`src/rtl/game_flow_ctrl.sv`:
```
// Game state sequencer for the runner game: start/restart handling, game-step tick and difficulty.
// Defining PAUSE_EN adds a pause_btn input and a PAUSE state (state output widens to 3 bits).
module game_flow_ctrl #(
  parameter int DIV_W          = 20,
  parameter int BASE_DIV       = 400000,
  parameter int DIV_STEP       = 40000,
  parameter int MAX_LEVEL      = 7,
  parameter int MIN_EMPTY_BASE = 300,
  parameter int MIN_EMPTY_STEP = 20
) (
  input  logic        clk,
  input  logic        rst,
  input  logic        btn,
`ifdef PAUSE_EN
  input  logic        pause_btn,
`endif
  input  logic        collide,
  input  logic [15:0] score,
  output logic        game_tick,
  output logic        game_rst,
  output logic        over,
  output logic [8:0]  min_empty,
  output logic [2:0]  level,
`ifdef PAUSE_EN
  output logic [2:0]  state
`else
  output logic [1:0]  state
`endif
);

`ifdef PAUSE_EN
  localparam int STATE_W = 3;
`else
  localparam int STATE_W = 2;
`endif

  typedef enum logic [STATE_W-1:0] {
    S_IDLE  = STATE_W'(0),
    S_CLEAR = STATE_W'(1),
    S_RUN   = STATE_W'(2),
`ifdef PAUSE_EN
    S_OVER  = STATE_W'(3),
    S_PAUSE = STATE_W'(4)
`else
    S_OVER  = STATE_W'(3)
`endif
  } state_t;

  state_t           state_q, state_d;
  logic [2:0]       sync_vld;
  logic             btn_s1, btn_s2, btn_prev, press;
  logic             clr_last, run_stay;
  logic [DIV_W-1:0] div_q, div_d;
  logic [2:0]       level_q, level_d;
  logic [3:0]       hund_q, hund_d;
  logic             tick_q, tick_d;
  logic [8:0]       min_empty_q;
  logic             unused_score;

  assign unused_score = ^{score[15:12], score[7:0]};

  function automatic logic [DIV_W-1:0] period_m1(input logic [2:0] lv);
    period_m1 = DIV_W'(BASE_DIV - int'(lv) * DIV_STEP - 1);
  endfunction

  // sync_vld qualifies the edge detector until the synchronizer holds real samples,
  // so a button held through reset release is not seen as a press.
  always_ff @(posedge clk or negedge rst) begin
    // NOTE: sequential state uses non-blocking assignments so every flop samples pre-edge values.
    if (!rst) begin
      sync_vld <= '0;
      btn_s1   <= 1'b0;
      btn_s2   <= 1'b0;
      btn_prev <= 1'b0;
    end else begin
      sync_vld <= {sync_vld[1:0], 1'b1};
      btn_s1   <= btn;
      btn_s2   <= btn_s1;
      btn_prev <= btn_s2;
    end
  end

  assign press = sync_vld[2] & btn_s2 & ~btn_prev;

`ifdef PAUSE_EN
  logic pb_s1, pb_s2, pb_prev, pause_press;

  always_ff @(posedge clk or negedge rst) begin
    if (!rst) begin
      pb_s1   <= 1'b0;
      pb_s2   <= 1'b0;
      pb_prev <= 1'b0;
    end else begin
      pb_s1   <= pause_btn;
      pb_s2   <= pb_s1;
      pb_prev <= pb_s2;
    end
  end

  assign pause_press = sync_vld[2] & pb_s2 & ~pb_prev;
`endif

  always_comb begin
    // NOTE: defaults come first so every path assigns every variable and no latch is inferred.
    state_d = state_q;
    case (state_q)
      S_IDLE:  if (press) state_d = S_CLEAR;
      S_CLEAR: if (clr_last) state_d = S_RUN;
`ifdef PAUSE_EN
      S_RUN: begin
        if (collide)          state_d = S_OVER;
        else if (pause_press) state_d = S_PAUSE;
      end
      S_PAUSE: begin
        if (press)            state_d = S_CLEAR;
        else if (pause_press) state_d = S_RUN;
      end
`else
      S_RUN:   if (collide) state_d = S_OVER;
`endif
      S_OVER:  if (press) state_d = S_CLEAR;
      default: state_d = S_IDLE;
    endcase
  end

  // The divider only advances while RUN persists, so leaving RUN freezes it without losing a tick.
  always_comb begin
    run_stay = (state_q == S_RUN) && (state_d == S_RUN);
    tick_d   = (state_d == S_CLEAR) || (run_stay && div_q == '0);
    div_d    = div_q;
    level_d  = level_q;
    hund_d   = hund_q;
    if (state_d == S_CLEAR) begin
      div_d   = period_m1(3'd0);
      level_d = 3'd0;
    end else if (run_stay) begin
      div_d = (div_q == '0) ? period_m1(level_q) : div_q - DIV_W'(1);
    end
    if (state_q == S_RUN && !collide && score[11:8] != hund_q && int'(level_q) < MAX_LEVEL)
      level_d = level_q + 3'd1;
    // Priming in CLEAR keeps the first RUN cycle from comparing against the previous game's score.
    if (state_q == S_CLEAR || state_q == S_RUN)
      hund_d = score[11:8];
  end

  always_ff @(posedge clk or negedge rst) begin
    if (!rst) begin
      state_q     <= S_IDLE;
      clr_last    <= 1'b0;
      div_q       <= period_m1(3'd0);
      level_q     <= 3'd0;
      hund_q      <= 4'd0;
      tick_q      <= 1'b0;
      min_empty_q <= 9'(MIN_EMPTY_BASE);
    end else begin
      state_q     <= state_d;
      clr_last    <= (state_q == S_CLEAR);
      div_q       <= div_d;
      level_q     <= level_d;
      hund_q      <= hund_d;
      tick_q      <= tick_d;
      min_empty_q <= 9'(10'(MIN_EMPTY_BASE - int'(level_q) * MIN_EMPTY_STEP));
    end
  end

  assign state     = state_q;
  assign game_tick = tick_q;
  assign game_rst  = (state_q == S_IDLE) || (state_q == S_CLEAR);
  assign over      = (state_q == S_OVER);
  assign level     = level_q;
  assign min_empty = min_empty_q;

endmodule

```
`config.mk`:
```
export PLATFORM = sky130hd
export DESIGN_NAME = game_flow_ctrl
export DESIGN_NICKNAME = d
export VERILOG_FILES = /design/src/rtl/game_flow_ctrl.sv
export SDC_FILE = /design/constraint.sdc
export NUM_CORES = 1
export LEC_CHECK = 0
export CORE_MARGIN = 1
export CORE_UTILIZATION = 39
export CTS_CLUSTER_SIZE = 10
export DETAILED_ROUTE_END_ITERATION = 8
export PLACE_DENSITY_LB_ADDON = 0.15
export REMOVE_ABC_BUFFERS = 1
export SYNTH_ARGS = -nofsm -noshare
export SYNTH_HDL_FRONTEND = slang
export SYNTH_SLANG_ARGS = --single-unit
```
`constraint.sdc`:
```
create_clock -name clk -period 4.4 [get_ports clk]
set_clock_uncertainty 0.1 [all_clocks]
set_input_delay 0.44 -clock clk [delete_from_list [all_inputs] [get_ports clk]]
set_output_delay 0.44 -clock clk [all_outputs]
set_load 0.03 [all_outputs]
```
==> impl_metrics.tcl <==
set metrics [dict create \
    core_um2 6944 \
    synth.avg_cell_area_um2 9.370 \
    grt_max_degree 45 \
    powerDensity_nw_per_um2 593.9 \
    wirelength_mm 6.340 \
    port_buffers 22 \
    hold_path_class "input port to async pin" \
    reg2reg_depth 11 \
    required_ns 4.52 \
    cp_slowest_cell "dfrtp_1" \
    wl_met1_mm 3.164 \
    cts.htree.levels 2 \
    die_w_um 87.88 \
    finalInstanceArea_um2 3307 \
    endpoint "div_q[18]" \
    synth_edf_count 0 \
    cts_tree "yes" \
    post-cts-setup-buffers 0 \
    tightestPinTransition_ns 0.9733 \
    rrSetupSlack_ns 0.58 \
    start_kind "register" \
    status "finished, final reports clean" \
    finalCriticalPeriod_ns 3.823 \
    synth_commonest_cells "dfrtp_1 (28), nand2_1 (25), nor2_1 (21), o21ai_0 (21), a21oi_1 (20)" \
    hold_slack_ns 0.1854 \
    finalCritPeriodShare_pct 86.88 \
    synth-seq-cells 44 \
    ioPinCount 37 \
    worst-path-stages 11 \
    r2r-end "div_q[18]" \
    area_growth_pct 14.96 \
    crit_chain "inv_1, fa_1, inv_1, ha_1, fa_1, or3b_2, a211oi_1, o21ai_0, a41oi_1, o22ai_1, a211oi_1" \
    clock_sinks 44 \
    yosysUniqueCellTypes 57 \
    vias 2307 \
    setup_viol_count_final 0 \
    globalplace.congestion 0.8373 \
    critPathArrivalTime_ns 3.94 \
    synthesis.area_um2 2877 \
    initial_utilization_pct 41.42 \
    hold_violations 0 \
    setup.worst_path.start "level[2]" \
    relSlewSlack_pct 35.11 \
    p_leak_nw 1.350 \
    async_reset_ff_share_pct 100.0 \
    ys.flop_type "dfrtp_1" \
    cts_hold_buf 0 \
    drive_gt1_share_pct 13.33 \
    diodes 0 \
    antenna_left 0 \
    cts_made_buffers 5 \
    post_dp_cell_area_um2 3191 \
    max-clock-path-buffers 2 \
    grt_pass1_vias 2251 \
    antenna_found_initial 0 \
    cp_max_fo 11 \
    rsz0062_at_grt "no" \
    synth_top_area_share_pct 24.36 \
    synth_largest_area_cell "dfrtp_1" \
    ir_drop_mv 0.2673 \
    cap_violations 0 \
    ys_seq_area_share_pct 38.97 \
    yosysMostFrequentCell "dfrtp_1" \
    fin_tns_setup_ns 0 \
    route.met2.wl_mm 2.863 \
    wl_per_cell_um 14.88 \
    die_area_um2 7723 \
    clk_pin_slew_worst_paths_ns 0.09 \
    dp_hpwl_mm 4.467 \
    crit_type "register to register" \
    ys_warn_count 0 \
    maxUsedRoutingLayer "met4" \
    clk_latency_ns 0.30 \
    placed_cells 418 \
    grt_use_total_pct 18.40 \
    post_drt_via_cell_ratio 5.415 \
    critPathTopFamily "compound AO/OA/AOI/OAI gates" \
    grt_first_pass_wirelength_mm 10.96 \
    cp_num_buf_inv 2 \
    nNetsFinal 371 \
    r2r-start "level[2]" \
    drtIter0Drc 166 \
    power_w 0.001964 \
    stdcell_count 426 \
    grt-ovfl-total 0 \
    cts_root_buffer "clkbuf_8" \
    cts.repair.resized 0 \
    wl_met3_um 193 \
    drc 0 \
    synthCells 307 \
    synth_area_leaders "dfrtp_1 (24%), dfstp_2 (15%), ha_1 (8.3%), o21ai_0 (3.7%), a21oi_1 (3.5%)" \
    row_count 30 \
    worst_setup_path_end_kind "register" \
    max_freq_mhz 261.6 \
    firstDrtPassIters 5 \
    cp_slowest_stage_delay_ns 0.60 \
    slew_viol_final 0 \
    fp.dieH_um 87.88 \
    n_fill_cell 657 \
]
## layout by cell type (no fill, tap or decap), drive strengths merged, types with 4 or more instances in the layout
cell and n:
xor2 4, nand2b 4, a21oi 20, o21a 4, nor3 10, nor2 21, nand2 25, a21o 4
nor4 5, dfstp 16, buf 7, clkdlybuf4s50 21, or3 5, mux2 5, nand3b 5, a211oi 6
o21ai 21, ha 19, dfrtp 28, clkbuf 5, nand3 4, o211ai 4, inv 17, or4 5
xnor2 11, o22ai 7
## layout make-up
type / instances / area (um2) / area share, %
clock buffers: 5 / 68.82 / 2.081
clock inverters: 3 / 47.55 / 1.438
inverters: 17 / 63.81 / 1.930
multi-input cells: 233 / 1625 / 49.15
flip-flops and latches: 44 / 1121 / 33.90
well taps: 96 / 120.1 / 3.632
repair buffers: 28 / 260.3 / 7.870
## metal layers
layer	up-vias	global-route usage, %
met1	1108	25.86
met4	0	6.855
li1	1152	-
met5	-	0
met3	9	2.733
met2	38	28.68
## where the power goes
part	internal [W]	switching, W	total [W]	leakage, nW
Clock	0.000171	0.000150	0.000321	0.0583
Sequential	0.000502	0.0000556	0.000558	0.528
Combinational	0.000427	0.000658	0.00108	0.764
Total	0.00110	0.000864	0.00196	1.35
## registers in the layout, indices dropped and copies added (netlist names), 2 cells and up
register	cells
level	3
state	2
hund_q	4
min_empty	7
sync_vld	3
div_q	20
## per-stage QoR
stage	util (%)	setup slack [ns]
finish	47.62	0.5774
global route	47.62	0.3551
CTS	47.62	0.6102
detailed placement	45.95	0.6291
global placement	45.95	0.7096
floorplan	-	0.4026
## cells by family (layout without fill, tap and decap cells)
| family | after synthesis | count (layout) | synth area share, % |
|---|---|---|---|
| simple gates | 96 | 96 | 17.83 |
| flops | 44 | 44 | 38.97 |
| compound gates | 89 | 89 | 20.36 |
| fa+ha+maj | 22 | 22 | 10.35 |
| other cells | 2 | 3 | 0.2611 |
| xor+xnor | 15 | 15 | 4.567 |
| buf+inv | 31 | 53 | 4.654 |
| mux | 8 | 8 | 3.001 |
## worst min path at each step
stage / end
final: hund_q[1]
after global routing: sync_vld[2]
after CTS: hund_q[1]
after detailed placement: sync_vld[2]
after global placement: sync_vld[2]
after floorplan: btn_prev
Note: power is estimated with default switching activity, not from simulation.
